===== src/rtl/button_cmd_scheduler.sv =====
// Purpose: turn per-button release pulses into serialized req/ack commands, shared round-robin.
// Latency: pulse at edge t -> pending at t+1 -> cmd_req at t+2 when idle and enabled.
// Backpressure: one command in flight; repeat pulses coalesce in pending, timeout drops a stuck command.
module button_cmd_scheduler #(
  parameter int N_BTN   = 4,
  parameter int ID_W    = 2,
  parameter int TIMEOUT = 255,
  parameter int TW      = 8
) (
  input  logic             clk,
  input  logic             reset,
  input  logic [N_BTN-1:0] btn_pulse,
  input  logic             enable,
  input  logic             cmd_ack,
  output logic             cmd_req,
  output logic [ID_W-1:0]  cmd_id,
  output logic [N_BTN-1:0] pending,
  output logic             busy,
  output logic             overrun,
  output logic             timeout_err
);

  localparam logic [0:0] ST_IDLE = 1'b0;
  localparam logic [0:0] ST_WAIT = 1'b1;

  localparam logic [ID_W-1:0]  LAST_RST = ID_W'(N_BTN - 1);
  localparam logic [TW-1:0]    CNT_LAST = TW'(TIMEOUT - 1);
  localparam logic [N_BTN-1:0] ONE_HOT0 = {{(N_BTN-1){1'b0}}, 1'b1};

  logic [0:0]       state;
  logic [ID_W-1:0]  last;
  logic [TW-1:0]    counter;

  logic             found;
  logic [ID_W-1:0]  win;
  logic [ID_W-1:0]  cand;
  logic             grant;
  logic [N_BTN-1:0] clr_vec;
  logic [N_BTN-1:0] pending_nxt;
  logic             overrun_nxt;

  // Round-robin search: first pending button after the last winner, wrapping.
  always_comb begin
    found = 1'b0;
    win   = '0;
    cand  = '0;
    for (int k = 1; k <= N_BTN; k++) begin
      cand = ID_W'((int'(last) + k) % N_BTN);
      if (!found && pending[cand]) begin
        found = 1'b1;
        win   = cand;
      end
    end
  end

  // A grant clears its pending bit on the same edge; a pulse landing on that
  // edge re-arms the bit and is not an overrun, since the old request is gone.
  always_comb begin
    grant       = (state == ST_IDLE) && enable && found;
    clr_vec     = grant ? (ONE_HOT0 << win) : '0;
    pending_nxt = (pending & ~clr_vec) | btn_pulse;
    overrun_nxt = |(btn_pulse & pending & ~clr_vec);
  end

  // Pending flags and overrun pulse.
  always_ff @(posedge clk or negedge reset) begin
    if (!reset) begin
      pending <= '0;
      overrun <= 1'b0;
    end else begin
      pending <= pending_nxt;
      overrun <= overrun_nxt;
    end
  end

  // Command channel FSM: grant in IDLE, hold the request in WAIT until ack or timeout.
  always_ff @(posedge clk or negedge reset) begin
    if (!reset) begin
      state       <= ST_IDLE;
      cmd_req     <= 1'b0;
      cmd_id      <= '0;
      busy        <= 1'b0;
      timeout_err <= 1'b0;
      counter     <= '0;
      last        <= LAST_RST;
    end else begin
      timeout_err <= 1'b0;
      case (state)
        ST_IDLE: begin
          if (grant) begin
            cmd_id  <= win;
            cmd_req <= 1'b1;
            busy    <= 1'b1;
            last    <= win;
            counter <= '0;
            state   <= ST_WAIT;
          end
        end
        ST_WAIT: begin
          counter <= counter + 1'b1;
          // Ack takes precedence over a timeout expiring on the same edge.
          if (cmd_ack) begin
            cmd_req <= 1'b0;
            busy    <= 1'b0;
            state   <= ST_IDLE;
          end else if (counter == CNT_LAST) begin
            cmd_req     <= 1'b0;
            busy        <= 1'b0;
            timeout_err <= 1'b1;
            state       <= ST_IDLE;
          end
        end
        default: state <= ST_IDLE;
      endcase
    end
  end

endmodule


===== config.mk =====
export PLATFORM = sky130hd
export DESIGN_NAME = button_cmd_scheduler
export DESIGN_NICKNAME = d
export VERILOG_FILES = /design/src/rtl/button_cmd_scheduler.sv
export SDC_FILE = /design/constraint.sdc
export NUM_CORES = 1
export LEC_CHECK = 0
export ABC_AREA = 1
export CAP_MARGIN = 20
export CORE_MARGIN = 2
export CORE_UTILIZATION = 24
export DETAILED_ROUTE_END_ITERATION = 8
export PLACE_DENSITY = 0.39
export SLEW_MARGIN = 10
export SYNTH_ARGS = -nofsm -noshare
export SYNTH_HDL_FRONTEND = slang
export SYNTH_SLANG_ARGS = --single-unit

===== constraint.sdc =====
create_clock -name clk -period 2.9 [get_ports clk]
set_input_delay 0.435 -clock clk [delete_from_list [all_inputs] [get_ports clk]]
set_output_delay 0.435 -clock clk [all_outputs]
set_load 0.05 [all_outputs]

==> metrics.cfg <==
[outcome]
run_status=complete, no violations

[timing]
final.setup_skew_ns=0.00238
finalCritPeriodShare=0.682
rsz0062_at_grt=false
setup_viol=0
fmax_ghz=0.505
worst_pin_slew_ns=0.929
hold_viol_final=0
slew_viol_final=0
fin_crit_ns=1.98
max-slew-margin-rel=0.379
tns_ns=0

[synthesis]
ys.flop_type=dfrtp_1
syn_nets=177
avgSynthCellArea_um2=7.84
synth-seq-cells=20
async_reset_ff_frac=1.00
postSynthCellCount=167
ys_seq_area_frac=0.384
synth_cell_type_count=31
synthesis.area_mm2=0.00131
synth_warnings=0
synth_edf_count=0

[flow_run]
cap_violations=0

[setup_path]
path_delay_family=buffers and inverters
cp.arrival_ns=1.54
critPathSlowestCell=clkdlybuf4s50_1
critPathBufInv=1
path_max_fanout=5
slowest_delay_ns=0.84
cp.required_ns=2.47
crit_type=reg -> out
worstPathCellList=clkdlybuf4s50_1
critPathCaptureType=primary output
critPathLaunchType=flop

[clock_network]
clk_path_buf_depth=2
holdBufCountCts=0
cts-root-buf=clkbuf_8
cts_setup_buffers=0
cts_tree=done
cts_sinks=20
cts_max_level=1
path_clk_slew_ns=0.08
clkLatencyLatePin_ns=0.26
cts_buffers=3
post_cts_resized=0

[placement]
post_dp_cell_area_mm2=0.00153
globalplace.congestion=0.792
dp_hpwl_mm=2.11
dp_cells=251
port_buffers=17

[die]
rows=26
dieArea_mm2=0.00606
dieWidth_um=77.8
initial_core_util=0.253
fp.coreArea_mm2=0.00517
pin_count=18
die_h_um=77.8

[layout]
fin_cells=255
diodes=0
fill_cells=538
most-common-layout-cells=nand2_1, inv_1, dfrtp_1
syn_to_final_growth_pct=21.2
regArea_um2=503
post-route-util=0.307
layout_commonest_cell=nand2_1
fin_area_mm2=0.00159
multi_input_area_um2=673
finalNetCount=196
drive_gt1_frac=0.216

[drt]
avgRoutedWirePerCell_um=10.4
drc_errors=0
vias=1056
drtAntennaViolNets=0
drt_iter0_markers=58
avgViaCountPerCell=4.14
drt-pass1-iter-count=4
wl_mm=2.66

[grt]
grtUsageTotal=0.0965
grt_antenna_before_repair=0
grt_pass1_vias=1017
grt_pass1_wl_mm=4.73
grt_overflow_total=0
grt_max_degree=21

[hold_path]
hold_class=reg -> reg

[power]
ir_drop_mv=0.471
p_leak_nw=0.772
powerDensity_mw_per_mm2=1230

==> flip-flops by register name, indices dropped and copies added, names as in the netlist <==
signal / flops
cmd_id: 2
last: 2
overrun: 1
busy: 1
pending: 4
counter: 8
timeout_err: 1
state: 1
==> routing by layer <==
layer,wire [um],vias to the layer above,share of wire,GRT usage
li1,-,559,-,-
met1,1390,475,0.52,0.140
met2,1160,18,0.44,0.145
met3,77,4,0.029,0.0151
met4,28,0,0.011,0.0321
met5,0,-,0,0
==> cell usage after synthesis, types with 2 or more instances <==
cell type / n / share of area
nand2_4: 6 / 0.052
nor2_1: 9 / 0.026
a21o_1: 4 / 0.023
ha_1: 2 / 0.019
a21oi_2: 3 / 0.020
dfrtp_1: 18 / 0.34
dfstp_2: 2 / 0.040
nor2_4: 2 / 0.017
nand2_2: 10 / 0.048
nand3_2: 2 / 0.015
inv_1: 18 / 0.052
nand3_1: 11 / 0.042
inv_2: 2 / 0.0057
a21oi_1: 2 / 0.0076
nor2_2: 2 / 0.0096
o21ai_0: 6 / 0.023
nand2_1: 54 / 0.15
==> final cells by class <==
class / count / share of cell area
clock buffers: 4 / 0.0347
flip-flops and latches: 20 / 0.317
multi-input cells: 121 / 0.424
well taps: 70 / 0.0552
inverters: 22 / 0.0568
repair buffers: 18 / 0.112
==> worst paths after layout <==
check / start / end / slack [ns] / cells after the start
max: pending[2] / pending[2] / 0.92 / 1
min: cmd_id[1] / cmd_id[1] / 0.50 / 2
max reg2reg: last[0] / overrun / 1.03 / 14
min reg2reg: cmd_id[1] / cmd_id[1] / 0.50 / 2
max in group asynchronous: reset / last[1] / 1.55 / 2
min in group asynchronous: reset / counter[1] / 0.69 / 1
==> where the power goes <==
part / switching [mW] / internal (mW) / leakage (nW)
Clock: 0.0951 / 0.121 / 0.0288
Combinational: 0.813 / 0.414 / 0.507
Sequential: 0.117 / 0.385 / 0.236
==> metrics by stage <==
step / setup slack (ns) / total power [mW] / hold slack (ns)
4_1_cts: 0.905 / 1.97 / 0.514
3_3_place_gp: 0.996 / 1.77 / 0.498
3_5_place_dp: 1.01 / 1.74 / 0.494
5_1_grt: 0.791 / 2.13 / 0.544
6_report: 0.921 / 1.94 / 0.502
2_1_floorplan: 1.14 / 1.50 / 0.139
==> cells by family after synthesis <==
kind of cell	share of synthesized area
AOI/OAI and AO/OA	0.122
adders and majority gates	0.0191
DFF	0.384
and+or+nand+nor	0.373
buffers and inverters	0.101
No activity file was read; power rests on OpenSTA's default activity.
